`config.mk`:
```
export PLATFORM = sky130hd
export DESIGN_NAME = vme_multiwin_decoder_flat
export DESIGN_NICKNAME = d
export VERILOG_FILES = /design/src/rtl/vme_multiwin_decoder_if.sv /design/src/rtl/vme_multiwin_decoder.sv /design/src/flat_wrapper.sv
export SDC_FILE = /design/constraint.sdc
export NUM_CORES = 1
export LEC_CHECK = 0
export ABC_AREA = 1
export BUFFER_PORTS_ARGS = -buffer_cell sky130_fd_sc_hd__buf_4
export CAP_MARGIN = 10
export CORE_MARGIN = 2
export CORE_UTILIZATION = 30
export DETAILED_ROUTE_END_ITERATION = 8
export PLACE_DENSITY = 0.54
export SLEW_MARGIN = 15
export SYNTH_ARGS = -nofsm -noshare
export SYNTH_HDL_FRONTEND = slang
export SYNTH_SLANG_ARGS = --single-unit
```
`constraint.sdc`:
```
create_clock -name Clk -period 4.8 [get_ports Clk]
set_input_delay 0.96 -clock Clk [delete_from_list [all_inputs] [get_ports Clk]]
set_output_delay 0.96 -clock Clk [all_outputs]
set_load 0.01 [all_outputs]
```
`src/rtl/vme_multiwin_decoder_if.sv`:
```
// VME core <-> decoder bus bundle.
//   master : VME core side (drives address, write data, strobes)
//   slave  : decoder side (returns read data and completions)
// Ports carried: VMEAddr[ADDR_W:1], VMEWrData, VMERdMem, VMEWrMem,
//                VMERdData, VMERdDone, VMEWrDone.
interface vme_multiwin_decoder_if #(
  parameter int ADDR_W = 20,
  parameter int DATA_W = 16
);
  logic [ADDR_W:1]   VMEAddr;
  logic [DATA_W-1:0] VMEWrData;
  logic              VMERdMem;
  logic              VMEWrMem;
  logic [DATA_W-1:0] VMERdData;
  logic              VMERdDone;
  logic              VMEWrDone;

  modport master (
    output VMEAddr, VMEWrData, VMERdMem, VMEWrMem,
    input  VMERdData, VMERdDone, VMEWrDone
  );

  modport slave (
    input  VMEAddr, VMEWrData, VMERdMem, VMEWrMem,
    output VMERdData, VMERdDone, VMEWrDone
  );
endinterface

```
`src/rtl/vme_multiwin_decoder.sv`:
```
// VME slave address decoder fanning out to N_WIN memory windows plus a
// control/status register page (CTRL word 0, STATUS word 1).
// Ports:
//   Clk, Rst            clock, synchronous active-high reset
//   vme                 VME core bus (slave modport)
//   win_*_o / win_*_i   per-window address, write data, strobes, read data, acks
//   softReset_reset_o   CTRL bit 0
//   timeout_irq_o       registered OR of the sticky timeout bits
//
// state   | meaning
// --------+-----------------------------------------------------------
// IDLE    | accepts a strobe; register/unmapped accesses finish here
// RD_WAIT | window read outstanding, waiting for ack or timeout
// WR_WAIT | window write outstanding, waiting for ack or timeout
module vme_multiwin_decoder #(
  parameter int ADDR_W  = 20,
  parameter int DATA_W  = 16,
  parameter int N_WIN   = 4,
  parameter int WIN_AW  = 16,
  parameter int TIMEOUT = 255
) (
  input  logic                      Clk,
  input  logic                      Rst,
  vme_multiwin_decoder_if.slave     vme,
  output logic [N_WIN*WIN_AW-1:0]   win_VMEAddr_o,
  output logic [DATA_W-1:0]         win_VMEWrData_o,
  output logic [N_WIN-1:0]          win_VMERdMem_o,
  output logic [N_WIN-1:0]          win_VMEWrMem_o,
  input  logic [N_WIN*DATA_W-1:0]   win_VMERdData_i,
  input  logic [N_WIN-1:0]          win_VMERdDone_i,
  input  logic [N_WIN-1:0]          win_VMEWrDone_i,
  output logic                      softReset_reset_o,
  output logic                      timeout_irq_o
);
  localparam int K_W   = $clog2(N_WIN);
  localparam int CNT_W = $clog2(TIMEOUT + 1);
  localparam logic [ADDR_W-1:1] REG_CTRL = (ADDR_W-1)'(0);
  localparam logic [ADDR_W-1:1] REG_STAT = (ADDR_W-1)'(1);
  localparam logic [CNT_W-1:0]  CNT_LOAD = CNT_W'(TIMEOUT - 1);

  typedef enum logic [1:0] {IDLE, RD_WAIT, WR_WAIT} state_t;

  state_t              state_q, state_d;
  logic [K_W-1:0]      k_q, k_d;
  logic [WIN_AW-1:0]   addr_q, addr_d;
  logic [CNT_W-1:0]    cnt_q, cnt_d;
  logic                ctrl_q, ctrl_d;
  logic [N_WIN-1:0]    sticky_q, sticky_d;
  logic                ovr_q, ovr_d;
  logic                rd_done_q, rd_done_d;
  logic [DATA_W-1:0]   rd_data_q, rd_data_d;
  logic                irq_q, irq_d;
  logic                wr_stb_q, wr_stb_d;
  logic [ADDR_W:1]     wr_addr_q, wr_addr_d;
  logic [DATA_W-1:0]   wr_data_q, wr_data_d;

  logic                wr_done;
  logic [N_WIN-1:0]    win_rd, win_wr;
  logic [N_WIN-1:0]    sticky_set, sticky_clr;
  logic                ovr_set, ovr_clr;
  logic [DATA_W-1:0]   reg_rd;
  logic [K_W-1:0]      rd_k, wr_k;

  assign rd_k = vme.VMEAddr[ADDR_W-1 -: K_W];
  assign wr_k = wr_addr_q[ADDR_W-1 -: K_W];

  // Register page read mux, addressed by the live (unregistered) read address.
  always_comb begin
    reg_rd = '0;
    if (vme.VMEAddr[ADDR_W-1:1] == REG_CTRL) begin
      reg_rd[0] = ctrl_q;
    end else if (vme.VMEAddr[ADDR_W-1:1] == REG_STAT) begin
      reg_rd[N_WIN:0] = {ovr_q, sticky_q};
    end
  end

  always_comb begin
    // A write that coincides with a read is dropped before it is registered.
    wr_stb_d   = vme.VMEWrMem & ~vme.VMERdMem;
    wr_addr_d  = vme.VMEAddr;
    wr_data_d  = vme.VMEWrData;
    state_d    = state_q;
    k_d        = k_q;
    addr_d     = addr_q;
    cnt_d      = cnt_q;
    ctrl_d     = ctrl_q;
    rd_done_d  = 1'b0;
    rd_data_d  = '0;
    wr_done    = 1'b0;
    win_rd     = '0;
    win_wr     = '0;
    sticky_set = '0;
    sticky_clr = '0;
    ovr_set    = vme.VMERdMem & vme.VMEWrMem;
    ovr_clr    = 1'b0;

    case (state_q)
      IDLE: begin
        if (wr_stb_q) begin
          // The registered write is older than a fresh read strobe, so it wins.
          if (vme.VMERdMem) ovr_set = 1'b1;
          if (!wr_addr_q[ADDR_W]) begin
            win_wr[wr_k] = 1'b1;
            k_d          = wr_k;
            addr_d       = wr_addr_q[WIN_AW:1];
            cnt_d        = CNT_LOAD;
            state_d      = WR_WAIT;
          end else begin
            wr_done = 1'b1;
            if (wr_addr_q[ADDR_W-1:1] == REG_CTRL) begin
              ctrl_d = wr_data_q[0];
            end else if (wr_addr_q[ADDR_W-1:1] == REG_STAT) begin
              sticky_clr = wr_data_q[N_WIN-1:0];
              ovr_clr    = wr_data_q[N_WIN];
            end
          end
        end else if (vme.VMERdMem) begin
          if (!vme.VMEAddr[ADDR_W]) begin
            win_rd[rd_k] = 1'b1;
            k_d          = rd_k;
            addr_d       = vme.VMEAddr[WIN_AW:1];
            cnt_d        = CNT_LOAD;
            state_d      = RD_WAIT;
          end else begin
            rd_done_d = 1'b1;
            rd_data_d = reg_rd;
          end
        end
      end
      RD_WAIT: begin
        if (vme.VMERdMem || wr_stb_q) ovr_set = 1'b1;
        if (win_VMERdDone_i[k_q]) begin
          rd_done_d = 1'b1;
          rd_data_d = win_VMERdData_i[k_q*DATA_W +: DATA_W];
          state_d   = IDLE;
        end else if (cnt_q == '0) begin
          rd_done_d     = 1'b1;
          rd_data_d     = '1;
          sticky_set[k_q] = 1'b1;
          state_d       = IDLE;
        end else begin
          cnt_d = cnt_q - CNT_W'(1);
        end
      end
      WR_WAIT: begin
        if (vme.VMERdMem || wr_stb_q) ovr_set = 1'b1;
        if (win_VMEWrDone_i[k_q]) begin
          wr_done = 1'b1;
          state_d = IDLE;
        end else if (cnt_q == '0) begin
          wr_done         = 1'b1;
          sticky_set[k_q] = 1'b1;
          state_d         = IDLE;
        end else begin
          cnt_d = cnt_q - CNT_W'(1);
        end
      end
      default: state_d = IDLE;
    endcase

    // Set has priority over a same-cycle write-1-to-clear.
    sticky_d = (sticky_q & ~sticky_clr) | sticky_set;
    ovr_d    = (ovr_q & ~ovr_clr) | ovr_set;
    irq_d    = |sticky_q;
  end

  always_ff @(posedge Clk) begin
    if (Rst) begin
      state_q   <= IDLE;
      k_q       <= '0;
      addr_q    <= '0;
      cnt_q     <= '0;
      ctrl_q    <= 1'b0;
      sticky_q  <= '0;
      ovr_q     <= 1'b0;
      rd_done_q <= 1'b0;
      rd_data_q <= '0;
      irq_q     <= 1'b0;
      wr_stb_q  <= 1'b0;
      wr_addr_q <= '0;
      wr_data_q <= '0;
    end else begin
      state_q   <= state_d;
      k_q       <= k_d;
      addr_q    <= addr_d;
      cnt_q     <= cnt_d;
      ctrl_q    <= ctrl_d;
      sticky_q  <= sticky_d;
      ovr_q     <= ovr_d;
      rd_done_q <= rd_done_d;
      rd_data_q <= rd_data_d;
      irq_q     <= irq_d;
      wr_stb_q  <= wr_stb_d;
      wr_addr_q <= wr_addr_d;
      wr_data_q <= wr_data_d;
    end
  end

  // Outstanding window sees the latched address; a window being strobed for a
  // write sees the registered address that goes with the registered data.
  for (genvar g = 0; g < N_WIN; g++) begin : g_win_addr
    assign win_VMEAddr_o[g*WIN_AW +: WIN_AW] =
      Rst                                    ? '0 :
      (state_q != IDLE && k_q == K_W'(g))    ? addr_q :
      win_wr[g]                              ? wr_addr_q[WIN_AW:1] :
                                               vme.VMEAddr[WIN_AW:1];
  end

  assign win_VMEWrData_o   = wr_data_q;
  assign win_VMERdMem_o    = win_rd & {N_WIN{~Rst}};
  assign win_VMEWrMem_o    = win_wr & {N_WIN{~Rst}};
  assign vme.VMERdData     = rd_data_q;
  assign vme.VMERdDone     = rd_done_q;
  assign vme.VMEWrDone     = wr_done & ~Rst;
  assign softReset_reset_o = ctrl_q;
  assign timeout_irq_o     = irq_q;
endmodule

```
`src/flat_wrapper.sv`:
```
// flat-port wrapper written by rule: the top's interface ports become plain ports
module vme_multiwin_decoder_flat 
#(
  parameter int ADDR_W  = 20,
  parameter int DATA_W  = 16,
  parameter int N_WIN   = 4,
  parameter int WIN_AW  = 16,
  parameter int TIMEOUT = 255
)
  (Clk, Rst, win_VMEAddr_o, win_VMEWrData_o, win_VMERdMem_o, win_VMEWrMem_o, win_VMERdData_i, win_VMERdDone_i, win_VMEWrDone_i, softReset_reset_o, timeout_irq_o, vme_VMEAddr, vme_VMEWrData, vme_VMERdMem, vme_VMEWrMem, vme_VMERdData, vme_VMERdDone, vme_VMEWrDone);
  vme_multiwin_decoder_if #(.ADDR_W(ADDR_W), .DATA_W(DATA_W)) vme_i ();
  input  logic Clk;
  input  logic Rst;
  output logic [N_WIN*WIN_AW-1:0] win_VMEAddr_o;
  output logic [DATA_W-1:0] win_VMEWrData_o;
  output logic [N_WIN-1:0] win_VMERdMem_o;
  output logic [N_WIN-1:0] win_VMEWrMem_o;
  input  logic [N_WIN*DATA_W-1:0] win_VMERdData_i;
  input  logic [N_WIN-1:0] win_VMERdDone_i;
  input  logic [N_WIN-1:0] win_VMEWrDone_i;
  output logic softReset_reset_o;
  output logic timeout_irq_o;
  input wire logic [$bits(vme_i.VMEAddr)-1:0] vme_VMEAddr;
  input wire logic [$bits(vme_i.VMEWrData)-1:0] vme_VMEWrData;
  input wire logic [$bits(vme_i.VMERdMem)-1:0] vme_VMERdMem;
  input wire logic [$bits(vme_i.VMEWrMem)-1:0] vme_VMEWrMem;
  output wire logic [$bits(vme_i.VMERdData)-1:0] vme_VMERdData;
  output wire logic [$bits(vme_i.VMERdDone)-1:0] vme_VMERdDone;
  output wire logic [$bits(vme_i.VMEWrDone)-1:0] vme_VMEWrDone;
  assign vme_i.VMEAddr = vme_VMEAddr;
  assign vme_i.VMEWrData = vme_VMEWrData;
  assign vme_i.VMERdMem = vme_VMERdMem;
  assign vme_i.VMEWrMem = vme_VMEWrMem;
  assign vme_VMERdData = vme_i.VMERdData;
  assign vme_VMERdDone = vme_i.VMERdDone;
  assign vme_VMEWrDone = vme_i.VMEWrDone;
  vme_multiwin_decoder #(.ADDR_W(ADDR_W), .DATA_W(DATA_W), .N_WIN(N_WIN), .WIN_AW(WIN_AW), .TIMEOUT(TIMEOUT)) u_core (.Clk(Clk), .Rst(Rst), .vme(vme_i), .win_VMEAddr_o(win_VMEAddr_o), .win_VMEWrData_o(win_VMEWrData_o), .win_VMERdMem_o(win_VMERdMem_o), .win_VMEWrMem_o(win_VMEWrMem_o), .win_VMERdData_i(win_VMERdData_i), .win_VMERdDone_i(win_VMERdDone_i), .win_VMEWrDone_i(win_VMEWrDone_i), .softReset_reset_o(softReset_reset_o), .timeout_irq_o(timeout_irq_o));
endmodule
```
==> results.py <==
metrics = {
    "run_status": {
        "status": "finished clean",
    },
    "clock_tree": {
        "numCtsBuffers": 9,
        "hold_buffers": 0,
        "cts.repair.resized": 0,
        "clk_pin_slew_worst_paths_ns": 0.06,
        "insertion_delay_ns": 0.35,
        "cts_tree": "built",
        "cts_setup_buffers": 0,
        "cts_max_level": 3,
        "clock-root-buffer": "clkbuf_16",
        "clockBufferDepth": 2,
        "cts_sinks": 89,
    },
    "worst_setup_path": {
        "crit_arrival_ns": 3.18,
        "crit_required_ns": 3.84,
        "worstSetupStartpoint": "u_core.k_q[0]",
        "crit_path_end": "win_VMEAddr_o[45]",
        "timing.rr.start": "u_core.wr_stb_q",
        "critPathKind": "reg -> out",
        "r2r_slack_ns": 2.55,
        "path_max_fanout": 31,
        "startpoint_type": "flip-flop",
        "reg2reg_to": "u_core.addr_q[2]",
        "reg2reg_depth": 6,
        "worstSetupEndpointType": "output pin",
    },
    "cells_and_area": {
        "final_common_cell": "buf_4",
        "final_cells": 1321,
        "layout-drive-gt1-share": 0.280,
        "diodes": 0,
        "multi_input_comb_area_um2": 3350,
        "fin_nets": 1201,
        "syn2layout_area_growth_pct": 35.6,
        "layout_common_cells": "buf_4, nor2_1, nand2_1, dfxtp_1, a21oi_1",
        "n_fill_cell": 2024,
        "seqCellArea_um2": 1780,
    },
    "route": {
        "ant_nets": 0,
        "viasPerCell": 4.98,
        "drtPass1Iterations": 5,
        "drc": 0,
        "wl_per_cell_um": 16.0,
        "dr_total_vias": 6573,
        "routed_wl_um": 21100,
        "drtIter0Drc": 414,
    },
    "sta": {
        "min_period_over_period": 0.863,
        "grt_setup_unrepaired": "no",
        "slew_headroom": 0.297,
        "worst_pin_slew_ns": 1.05,
        "layout_min_cycle_time_ns": 4.14,
        "max_freq_mhz": 241,
        "setup_viol": 0,
        "tns_ns": 0,
        "slew_viol_final": 0,
        "whs_ns": 0.474,
        "hold_viol": 0,
        "skew_ns": 0.00553,
        "worst_slack_ns": 0.656,
    },
    "logic_synthesis": {
        "synth_xor_area_frac": 0,
        "synth_adder_area_share": 0.0131,
        "synth_cell_types": 35,
        "avgSynthCellArea_um2": 6.37,
        "synth_seq_area_share": 0.311,
        "synth_top_family_by_area": "simple AND/OR/NAND/NOR gates",
        "yosys_warnings": 0,
        "synth_nets": 1017,
        "synthMuxAreaShare": 0,
        "syn_area_um2": 5720,
        "synth_cells": 899,
        "yosys.area_share.simple": 0.355,
        "synth_compound_area_frac": 0.216,
        "synth-seq-cells": 89,
    },
    "grt": {
        "grt_pass1_vias": 6045,
        "grt.total_usage": 0.206,
        "antenna_found_initial": 0,
        "grt-ovfl-total": 0,
        "grt_max_degree": 71,
        "grt_pass1_wl_um": 33100,
    },
    "placement": {
        "dp_slack_ns": 1.01,
        "port-buffer-count": 219,
        "placed_cells": 1306,
        "place_congestion": 0.853,
        "hpwlAfterDp_um": 15500,
    },
    "floorplanning": {
        "initial_core_util": 0.306,
        "die-area_um2": 20200,
        "core_area_um2": 18700,
        "ios": 220,
        "row_count": 50,
        "die_height_um": 142,
        "dieWidth_um": 142,
    },
    "power": {
        "ir_worst_vdd_mv": 0.194,
        "p_leak_nw": 3.73,
        "powerDensity_nw_per_um2": 301,
    },
    "flow_run": {
        "maxCapViolations": 0,
    },
    "worst_hold_path": {
        "worstHoldPathType": "reg -> reg",
    },
}
==> power by group <==
group          switching (mW)  leakage, nW  internal, mW
combinational           0.449         2.85         0.313
sequential             0.0607        0.734         0.803
clock                   0.286        0.148         0.427
==> critical path, cell delays in order (launching register included) <==
cell and delay, ns:
dfxtp_1 0.57, inv_1 0.20, nand2_1 0.57, nor2_1 0.08, inv_1 0.74, buf_4 0.24, nor2_1 0.04, nor3_1 0.22
buf_4 0.17
==> sequential cells by signal, summed over array words and instances, names as in the netlist <==
| register | cells |
|---|---|
| u_core.wr_addr_q | 20 |
| u_core.addr_q | 16 |
| u_core.vme.VMERdData | 16 |
| u_core.win_VMEWrData_o | 16 |
| u_core.cnt_q | 8 |
| u_core.sticky_q | 4 |
| u_core.k_q | 2 |
| u_core.state_q | 2 |
| u_core.ovr_q | 1 |
| u_core.softReset_reset_o | 1 |
| u_core.timeout_irq_o | 1 |
| u_core.vme.VMERdDone | 1 |
| u_core.wr_stb_q | 1 |
==> worst min-delay path by stage <==
stage / start / end / slack [ns] / cells after the start
2_1_floorplan: u_core.cnt_q[1] / u_core.cnt_q[1] / 0.45 / 2
3_5_place_dp: u_core.wr_addr_q[8] / u_core.addr_q[7] / 0.47 / 2
3_3_place_gp: u_core.wr_addr_q[14] / u_core.addr_q[13] / 0.47 / 2
4_1_cts: u_core.wr_addr_q[13] / u_core.addr_q[12] / 0.47 / 2
5_1_grt: u_core.wr_addr_q[16] / u_core.addr_q[15] / 0.49 / 2
6_report: u_core.wr_addr_q[13] / u_core.addr_q[12] / 0.47 / 2
==> synth_stat cells, drive strengths merged <==
library cell  instances  area, um2
nor2                179        739
nand2               131        524
o21ai                93        465
dfxtp                89       1780
inv                  87        327
a21oi                83        427
nor3                 66        452
o22ai                30        188
buf                  29        168
nand3                29        155
clkbuf               27        101
a31oi                18        113
nand4                17        106
ha                    6       75.1
nor4                  4       25.0
or2                   4       25.0
a22oi                 2       15.0
o31ai                 2       15.0
nand3b                1       7.51
o211ai                1       7.51
o21bai                1       7.51
==> through the flow <==
stage | util | instance area (um2) | power (mW)
floorplan | - | 5720 | 1.34
global placement | 0.399 | 7470 | 1.63
detailed placement | 0.399 | 7470 | 1.64
CTS | 0.415 | 7760 | 2.36
global route | 0.415 | 7760 | 2.49
finish | 0.415 | 7760 | 2.34
==> kinds of logic (layout without fill, tap and decap cells) <==
| family | Yosys count | in the layout |
|---|---|---|
| adder cells (fa/ha/maj) | 6 | 6 |
| flip-flops | 89 | 89 |
| buffers and inverters | 143 | 331 |
| AO/OA/AOI/OAI | 230 | 230 |
| AND/OR/NAND/NOR | 431 | 431 |
==> layout make-up <==
type,instances,area share
multi-input cells,667,0.431
inverters,87,0.0421
clock buffers,12,0.0330
well taps,234,0.0377
clock inverters,3,0.00516
flip-flops and latches,89,0.229
repair buffers,229,0.221
==> routing by layer <==
metal  share of wire  wire length [um]  global-route usage  vias to the layer above
li1                -                 -                   -                     3376
met1            0.46              9610               0.277                     3006
met2            0.47              9930               0.334                      168
met3           0.058              1220              0.0464                       23
met4           0.016               330              0.0558                        0
met5               0                 0                   0                        -
Power figures use the tool's default switching activity.
